**src/rtl/pirdsp_pkg.sv**
```systemverilog
// Shared constants for the PIR DSP slice: operating modes, SIMD lane geometry
// and the carry-pair bit layout used between neighbouring slices.
package pirdsp_pkg;

    localparam logic MODE_27X27 = 1'b0;
    localparam logic MODE_SIMD  = 1'b1;

    localparam int unsigned LANES   = 3;
    localparam int unsigned LANE_W  = 18;
    localparam int unsigned WIDTH   = LANES * LANE_W;
    localparam int unsigned CARRY_W = 2 * LANES;

    // Carry pair per lane: bit 2i is the W/X/Y chain, bit 2i+1 the Z chain.
    localparam int unsigned CARRY_WXY = 0;
    localparam int unsigned CARRY_Z   = 1;

    typedef struct packed {
        logic pd;
        logic pdb;
    } patdet_flags_t;

    function automatic int unsigned carry_idx(input int unsigned lane, input int unsigned chain);
        return 2 * lane + chain;
    endfunction

endpackage

```
**src/rtl/pirdsp_pattern_detect.sv**
```systemverilog
// Masked pattern compare for one SIMD lane; produces both the true and the
// complemented-value match so the top can derive overflow and underflow.
module pirdsp_pattern_detect #(
    parameter int unsigned LANE_W = 18
) (
    input  logic [LANE_W-1:0] value,
    input  logic [LANE_W-1:0] pattern,
    input  logic [LANE_W-1:0] mask,
    output logic              match_c,
    output logic              match_b_c
);

    // Mask bit set means the bit does not take part in the compare.
    assign match_c   = (((value ^ pattern) & ~mask) == '0);
    assign match_b_c = (((~value ^ pattern) & ~mask) == '0);

endmodule

```
**src/rtl/pirdsp_result_stage.sv**
```systemverilog
// P-register stage of the DSP slice: captures the ALU result and carries,
// registers pattern-detect flags and derives overflow/underflow from them.
module pirdsp_result_stage #(
    parameter int unsigned WIDTH            = 54,
    parameter int unsigned LANES            = 3,
    parameter int unsigned LANE_W           = 18,
    parameter int unsigned AUTORESET_PATDET = 0
) (
    input  logic                 clk,
    input  logic                 rst_n,
    input  logic                 CEP,
    input  logic                 RSTP,
    input  logic                 USE_SIMD,
    input  logic [WIDTH-1:0]     S,
    input  logic [2*LANES-1:0]   result_SIMD_carry_in,
    input  logic                 VALID_IN,
    input  logic [WIDTH-1:0]     PATTERN,
    input  logic [WIDTH-1:0]     MASK,
    output logic [WIDTH-1:0]     P,
    output logic [2*LANES-1:0]   result_SIMD_carry_out,
    output logic                 VALID_OUT,
    output logic                 PATTERNDETECT,
    output logic                 PATTERNBDETECT,
    output logic                 OVERFLOW,
    output logic                 UNDERFLOW
);
    import pirdsp_pkg::*;

    logic             ar_fire_c;
    logic [WIDTH-1:0] s_cap_c;
    logic [LANES-1:0] lane_pd_c;
    logic [LANES-1:0] lane_pdb_c;
    logic             pd_next_c;
    logic             pdb_next_c;
    logic             pd_past;
    logic             pdb_past;

    // A registered match clears P on the next enabled edge; CEP=0 defers it.
    assign ar_fire_c = (AUTORESET_PATDET != 0) && PATTERNDETECT && CEP;
    assign s_cap_c   = ar_fire_c ? '0 : S;

    for (genvar i = 0; i < LANES; i++) begin : g_lane
        pirdsp_pattern_detect #(
            .LANE_W (LANE_W)
        ) u_pd (
            .value     (s_cap_c[i*LANE_W +: LANE_W]),
            .pattern   (PATTERN[i*LANE_W +: LANE_W]),
            .mask      (MASK[i*LANE_W +: LANE_W]),
            .match_c   (lane_pd_c[i]),
            .match_b_c (lane_pdb_c[i])
        );
    end

    assign pd_next_c  = &lane_pd_c;
    assign pdb_next_c = &lane_pdb_c;

    always_ff @(posedge clk or negedge rst_n) begin
        if (!rst_n) begin
            P                     <= '0;
            result_SIMD_carry_out <= '0;
            VALID_OUT             <= 1'b0;
            PATTERNDETECT         <= 1'b0;
            PATTERNBDETECT        <= 1'b0;
            pd_past               <= 1'b0;
            pdb_past              <= 1'b0;
        end else if (RSTP) begin
            P                     <= '0;
            result_SIMD_carry_out <= '0;
            VALID_OUT             <= 1'b0;
            PATTERNDETECT         <= 1'b0;
            PATTERNBDETECT        <= 1'b0;
            pd_past               <= 1'b0;
            pdb_past              <= 1'b0;
        end else if (CEP) begin
            P                     <= s_cap_c;
            result_SIMD_carry_out <= ar_fire_c ? '0 : result_SIMD_carry_in;
            VALID_OUT             <= ar_fire_c ? 1'b0 : VALID_IN;
            PATTERNDETECT         <= pd_next_c;
            PATTERNBDETECT        <= pdb_next_c;
            pd_past               <= PATTERNDETECT;
            pdb_past              <= PATTERNBDETECT;
        end
    end

    // Leaving the pattern window without landing on either match flags a wrap.
    assign OVERFLOW  = pd_past  & ~PATTERNDETECT & ~PATTERNBDETECT & (USE_SIMD != MODE_SIMD);
    assign UNDERFLOW = pdb_past & ~PATTERNDETECT & ~PATTERNBDETECT & (USE_SIMD != MODE_SIMD);

endmodule
```
**config.mk**
```make
export PLATFORM = sky130hd
export DESIGN_NAME = pirdsp_result_stage
export DESIGN_NICKNAME = d
export VERILOG_FILES = /design/src/rtl/pirdsp_pkg.sv /design/src/rtl/pirdsp_pattern_detect.sv /design/src/rtl/pirdsp_result_stage.sv
export SDC_FILE = /design/constraint.sdc
export NUM_CORES = 1
export LEC_CHECK = 0
export ABC_AREA = 1
export CORE_ASPECT_RATIO = 1.25
export CORE_MARGIN = 3
export CORE_UTILIZATION = 43
export DETAILED_ROUTE_END_ITERATION = 10
export PLACE_DENSITY = 0.95
export SLEW_MARGIN = 0
export SYNTH_ARGS = -nofsm -noshare
export SYNTH_HDL_FRONTEND = slang
export SYNTH_SLANG_ARGS = --single-unit
```
**constraint.sdc**
```tcl
create_clock -name clk -period 1.5 [get_ports clk]
set_input_delay 0.3 -clock clk [delete_from_list [all_inputs] [get_ports clk]]
set_output_delay 0.3 -clock clk [all_outputs]
set_load 0.005 [all_outputs]
```
==> results by group, run 1 <==
Status
  – Status: finished clean

Synthesis
  – Distinct cell type count of the synthesized netlist: 21
  – Number of instances in the synthesized netlist: 726
  – Yosys Warn Count: 0
  – Yosys reg bits: 65
  – Synthesized area per cell: 6.05 um2
  – Area of the mapped netlist: 4390 um2
  – Sequential share of the synthesized area: 37.0%
  – Synthesized net count: 900

STA
  – Setup repair after global routing missed its margin: yes
  – Sum of negative setup slack: 0 ns
  – Fraction of the cycle the final worst path needs: 99.2%
  – Worst Tran Pin Value: 0.360 ns
  – Setup clock skew after layout: 0.00475 ns
  – Minimum period implied by the final worst setup slack: 1.49 ns
  – Final-report max-slew violation count: 0
  – Endpoints failing setup: 0
  – Hold violation count in the final report: 0
  – Max transition margin: 76.0%
  – Hold slack: 0.472 ns
  – Fmax: 0.672 GHz

Cells and area
  – Most common cell after layout, fill and taps aside: nand2_1
  – Non-Filler Instances: 1127
  – Area Growth Syn to Fin: 71.0%
  – Most used cells in the layout excluding fill and tap cells: 320 x nand2_1, 174 x clkdlybuf4s50_1, 156 x inv_1
  – Final core utilization: 76.6%
  – Ratio of cells with drive above 1 in the final layout: 6.09%
  – Number of fillers in the final layout: 691
  – # diodes: 0
  – Layout net count: 1170

Power and ir drop
  – Pwr per Cell Area: 719 nW/um2
  – Static power due to leakage: 4.70 nW
  – Largest vdd supply drop: 0.451 mV
  – Overall power after layout: 5.40 mW

GRT
  – Global-route met1 utilization: 26.8%
  – Wire length of the first global-routing pass: 23900 um
  – Vias in the first global route: 5278
  – Peak-usage layer in the global routing report: met2
  – Antenna violations before repair: 0
  – M2 GR Usage: 49.4%
  – Met3 track demand over resource in global routing: 6.32%
  – Gr ovfl total: 0
  – Pin count of the biggest net entering global routing: 66
  – GRT Overall Usage: 26.8%

Die
  – Starting utilization of the core area: 44.8%
  – Die width: 96.4 um
  – Count of standard-cell rows: 40
  – Total I/O pin count: 239
  – Die footprint: 11500 um2
  – Vertical extent of the die: 119 um
  – Area inside the core boundary: 9810 um2

Clock tree
  – CTS max path bufs: 2
  – Clk pin slew, worst setup/hold paths: 0.05 ns
  – Htree depth: 3
  – Clk Latency, worst-skew pair: 0.33 ns
  – Root buf cell: clkbuf_16
  – Num Clock Sinks: 65
  – Number of buffers added by the clock tree synthesis step: 9
  – Clock tree from TritonCTS: built

Critical path
  – CP Max Fanout: 2
  – Register-to-register setup slack: 0.62 ns
  – Start-to-end type of the worst setup path: reg -> out
  – Crit path buf inv count: 1
  – Required @ worst endpoint: 1.20 ns
  – Startpoint type of the worst setup path: flop
  – Crit-path leading delay family: buffers and inverters
  – FF-to-FF path depth: 4
  – Worst path max stage delay: 0.51 ns
  – Worst Setup End Kind: primary output
  – Worst Path Arrival: 1.19 ns
  – Launching point of the worst reg2reg path: P[16]
  – Destination of the critical timing path: P[4]
  – Crit path depth: 1
  – Critical path, cell by cell: clkdlybuf4s50_1
  – R2r endpoint: P[16]
  – Critical-path top delay cell: clkdlybuf4s50_1
  – CP startpoint: P[4]

Route
  – First-pass detailed-route iteration total: 5
  – WL/cell: 13.7 um
  – Antenna-violating nets left: 0
  – Total wire length after detailed routing: 15400 um
  – Number of remaining DRC errors: 0
  – Number of vias per cell after detailed routing: 4.74
  – Routed via count: 5341
  – Initial drt markers: 223

Placement
  – Post-detail-place hpwl: 12100 um
  – Placer Congestion: 0.867
  – Number of placed instances, taps included: 1105
  – Count of buffers from port buffering: 238

Job
  – Number of max-cap violations: 0

Hold path
  – Type of the tightest min-delay check: reg -> reg
[power by group]
part           internal (mW)  switching (mW)
Clock                   1.32           0.781
Combinational          0.786           0.622
Sequential              1.85          0.0475
Total                   3.95            1.45
[sequential cells by signal (all words and copies together), names as in the netlist]
signal,flops
P,54
result_SIMD_carry_out,6
PATTERNBDETECT,1
PATTERNDETECT,1
VALID_OUT,1
pd_past,1
pdb_past,1
[area by class of cell]
type / instances / area [um2] / share of cell area [%]
timing repair buffer: 271 / 2720 / 36.2
multi-input combinational: 490 / 2110 / 28.2
inverter: 159 / 597 / 7.95
clock inverter: 6 / 57.6 / 0.766
clock buffer: 10 / 239 / 3.18
sequential: 65 / 1630 / 21.7
tap: 126 / 158 / 2.10
[worst min path at each step]
stage / startpoint / endpoint / slack (ns) / depth (start not counted)
after floorplan: rst_n / PATTERNBDETECT / 0.004 / 0
after global placement: rst_n / result_SIMD_carry_out[0] / 0.34 / 2
after detailed placement: rst_n / result_SIMD_carry_out[3] / 0.35 / 2
after CTS: P[45] / P[45] / 0.48 / 2
after global routing: P[27] / P[27] / 0.50 / 2
final: P[45] / P[45] / 0.47 / 2
[Yosys cell counts]
cell      count  area, um2
clkbuf_1      3       11.3
or2_1         2       12.5
o21ai_0      54        270
inv_1       158        593
inv_2         1       3.75
nand4_1       2       12.5
a22o_1       13        114
dfrtp_1      65       1630
nor2_1       36        135
o21ai_2       2       17.5
a21oi_1       1       5.00
nor2_2        1       6.26
o22ai_1       1       6.26
nand3_1      49        245
nand2_1     321       1200
xor2_1        3       26.3
or2_2         1       6.26
buf_6         2       22.5
xnor2_1       3       26.3
nor2_4        1       11.3
buf_2         7       35.0
[cells by family after synthesis]
group,share of synthesized area (%)
simple gates,37.2
buf+inv,15.2
compound gates,9.40
flops,37.0
xor+xnor,1.20
[through the flow]
| step | setup slack (ns) | instance area, um2 |
|---|---|---|
| after floorplan | 0.437 | 4390 |
| after global placement | -0.247 | 7120 |
| after detailed placement | -0.247 | 7120 |
| after CTS | 0.000443 | 7410 |
| after global routing | -0.0375 | 7510 |
| final | 0.0113 | 7510 |
[routing by layer]
layer  vias up  routed length, um
li1       2713                  -
met1      2346               5330
met2       223               8160
met3        59               1220
met4         0                702
met5         -                  0
[repair_timing]
action | 4_1_cts | 5_1_grt
buffers inserted | 4 | 2
resized for setup | 36 | 38
cloned | 0 | 0
endpoints found under the hold margin | 3 | 0
hold buffers | 1 | 0
endpoints found under the setup margin | 31 | 36
pin swaps | 0 | 1
(Power assumes the default switching activity.)
==> inputs of run 2 (changes only) <==
--- a/config.mk
+++ b/config.mk
@@ -11,6 +11,7 @@
 export CORE_UTILIZATION = 43
 export DETAILED_ROUTE_END_ITERATION = 10
 export PLACE_DENSITY = 0.95
+export SETUP_SLACK_MARGIN = 0.3
 export SLEW_MARGIN = 0
 export SYNTH_ARGS = -nofsm -noshare
 export SYNTH_HDL_FRONTEND = slang
==> results by group, run 2 (synthesis gave the netlist of run 1 again) <==
Route
  – Total wire length after detailed routing: 16400 um (was 15400 um)
  – Routed via count: 5515 (was 5341)
  – Antenna-violating nets left: 0 (unchanged)
  – Number of vias per cell after detailed routing: 4.78 (was 4.74)
  – WL/cell: 14.3 um (was 13.7 um)
  – Number of remaining DRC errors: 0 (unchanged)
  – First-pass detailed-route iteration total: 6 (was 5)
  – Initial drt markers: 239 (was 223)

GRT
  – Pin count of the biggest net entering global routing: 66 (unchanged)
  – Vias in the first global route: 5483 (was 5278)
  – Wire length of the first global-routing pass: 25000 um (was 23900 um)
  – Gr ovfl total: 0 (unchanged)
  – Antenna violations before repair: 6 (was 0)
  – GRT Overall Usage: 28.1% (was 26.8%)

Die
  – Area inside the core boundary: 9810 um2 (unchanged)
  – Vertical extent of the die: 119 um (unchanged)
  – Die width: 96.4 um (unchanged)
  – Die footprint: 11500 um2 (unchanged)
  – Starting utilization of the core area: 44.8% (unchanged)
  – Total I/O pin count: 239 (unchanged)
  – Count of standard-cell rows: 40 (unchanged)

Cells and area
  – Register with the highest flop count: P (unchanged)
  – Registers with the highest flip-flop counts: P: 54 flops, result_SIMD_carry_out: 6 flops (unchanged)
  – Area Growth Syn to Fin: 68.3% (was 71.0%)
  – Ratio of cells with drive above 1 in the final layout: 20.7% (was 6.09%)
  – Most used cells in the layout excluding fill and tap cells: 305 x nand2_1, 125 x inv_1, 101 x dlygate4sd2_1 (was 320 x nand2_1, 174 x clkdlybuf4s50_1, 156 x inv_1)
  – Layout net count: 1190 (was 1170)
  – Number of flip-flops under the largest register name: 54 (unchanged)
  – Most common cell after layout, fill and taps aside: nand2_1 (unchanged)

STA
  – Hold slack: 0.316 ns (was 0.472 ns)
  – Max transition margin: 75.9% (was 76.0%)
  – Setup repair after global routing missed its margin: yes (unchanged)
  – Fraction of the cycle the final worst path needs: 99.0% (was 99.2%)
  – Worst Tran Pin Value: 0.361 ns (was 0.360 ns)
  – Hold violation count in the final report: 0 (unchanged)
  – Fmax: 0.674 GHz (was 0.672 GHz)
  – Final-report max-slew violation count: 0 (unchanged)
  – Minimum period implied by the final worst setup slack: 1.48 ns (was 1.49 ns)
  – Setup clock skew after layout: 0.00495 ns (was 0.00475 ns)
  – Sum of negative setup slack: 0 ns (unchanged)
  – Endpoints failing setup: 0 (unchanged)

Critical path
  – Launching point of the worst reg2reg path: PATTERNBDETECT (was P[16])
  – Worst Setup End Kind: primary output (unchanged)
  – Start-to-end type of the worst setup path: reg -> out (unchanged)
  – Required @ worst endpoint: 1.20 ns (about the same)
  – CP startpoint: PATTERNBDETECT (was P[4])
  – Worst path max stage delay: 0.42 ns (was 0.51 ns)
  – Register-to-register setup slack: 0.58 ns (was 0.62 ns)
  – Worst Path Arrival: 1.18 ns (was 1.19 ns)
  – Destination of the critical timing path: UNDERFLOW (was P[4])
  – Critical-path top delay cell: dfrtp_1 (was clkdlybuf4s50_1)
  – CP Max Fanout: 2 (unchanged)
  – Startpoint type of the worst setup path: flop (unchanged)
  – R2r endpoint: PATTERNBDETECT (was P[16])
  – Critical path, cell by cell: buf_6 -> inv_4 -> nand2_4 -> nor2_2 -> buf_2 (was clkdlybuf4s50_1)
  – FF-to-FF path depth: 4 (unchanged)

Clock tree
  – Clock tree from TritonCTS: built (unchanged)
  – CTS max path bufs: 2 (unchanged)
  – Num Clock Sinks: 65 (unchanged)
  – Clk pin slew, worst setup/hold paths: 0.06 ns (was 0.05 ns)
  – Clk Latency, worst-skew pair: 0.33 ns (about the same)
  – Number of buffers added by the clock tree synthesis step: 9 (unchanged)
  – Htree depth: 3 (unchanged)
  – Root buf cell: clkbuf_16 (unchanged)

Power and ir drop
  – Overall power after layout: 5.33 mW (was 5.40 mW)
  – Pwr per Cell Area: 721 nW/um2 (was 719 nW/um2)
  – Static power due to leakage: 4.77 nW (was 4.70 nW)
  – Largest vdd supply drop: 0.438 mV (was 0.451 mV)

Placement
  – Count of buffers from port buffering: 238 (unchanged)
  – Post-detail-place hpwl: 12100 um (unchanged)
  – Placer Congestion: 0.867 (unchanged)

Hold path
  – Type of the tightest min-delay check: in -> reg (was reg -> reg)

Status
  – Status: finished clean (unchanged)

Job
  – Number of max-cap violations: 0 (unchanged)
==> run 2: cell count changes in the layout (fill, tap and decap cells not counted), moves of 14 or more <==
cell             change
buf_2               +62
dlygate4sd2_1       +73
inv_2               +30
buf_4               +18
nand2_1             -15
clkdlybuf4s50_1    -154
nand2_2             +14
inv_1               -31
==> run 2: layer usage <==
metal  global-route usage [%]  wire length (um)
met3                     7.33              1210
met4                     16.7               717
met5                        0                 0
met2                     51.2              8860
met1                     27.5              5650
==> run 2: worst min path at each step <==
stage	from	end	depth (start not counted)
floorplan	rst_n	PATTERNBDETECT	0
global placement	rst_n	result_SIMD_carry_out[0]	2
detailed placement	rst_n	result_SIMD_carry_out[3]	2
CTS	S[20]	P[20]	3
global route	S[46]	P[46]	3
finish	S[46]	P[46]	3
==> run 2: layout make-up <==
| class | count | area (um2) |
|---|---|---|
| Timing Repair Buffer | 291 | 2480 |
| Fill cell | 749 | 2420 |
| Multi-Input combinational cell | 490 | 2220 |
| Sequential cell | 65 | 1630 |
| Inverter | 159 | 599 |
| Clock buffer | 10 | 239 |
| Tap cell | 126 | 158 |
| Clock inverter | 6 | 57.6 |
| Antenna cell | 6 | 15.0 |
==> run 2: stage by stage <==
stage	instance area [um2]	utilization, %	std cells	worst slack (ns)
2_1_floorplan	4390	-	726	0.437
3_3_place_gp	7120	72.5	1105	-0.247
3_5_place_dp	7120	72.5	1105	-0.247
4_1_cts	7170	73.1	1143	0.0343
5_1_grt	7390	75.4	1153	-0.0265
6_report	7390	75.4	1153	0.0154
==> run 2: critical path: cells and delay by family (launching register included) <==
family,cells,cell delay [ns]
buffers and inverters,3,0.30
DFF,1,0.42
and+or+nand+nor,2,0.13
==> run 2: report_power, final <==
part	internal [mW]	switching, mW	leakage [nW]
combinational	0.660	0.678	3.76
clock	1.32	0.777	0.148
sequential	1.85	0.0478	0.867
==> run 2: repair_timing <==
| item | 4_1_cts | 5_1_grt |
|---|---|---|
| pin swaps | 75 | 62 |
| hold buffers | 1 | 0 |
| buffers inserted | 21 | 4 |
| endpoints found under the setup margin | 71 | 7 |
| endpoints found under the hold margin | 3 | 0 |
| gates resized for setup | 399 | 105 |
==> inputs of run 3 (changes only) <==
--- a/config.mk
+++ b/config.mk
@@ -6,6 +6,7 @@
 export NUM_CORES = 1
 export LEC_CHECK = 0
 export ABC_AREA = 1
+export CAP_MARGIN = 15
 export CORE_ASPECT_RATIO = 1.25
 export CORE_MARGIN = 3
 export CORE_UTILIZATION = 43
==> results of run 3 <==
Final layout, timing and power as in run 2 (identical DEF).
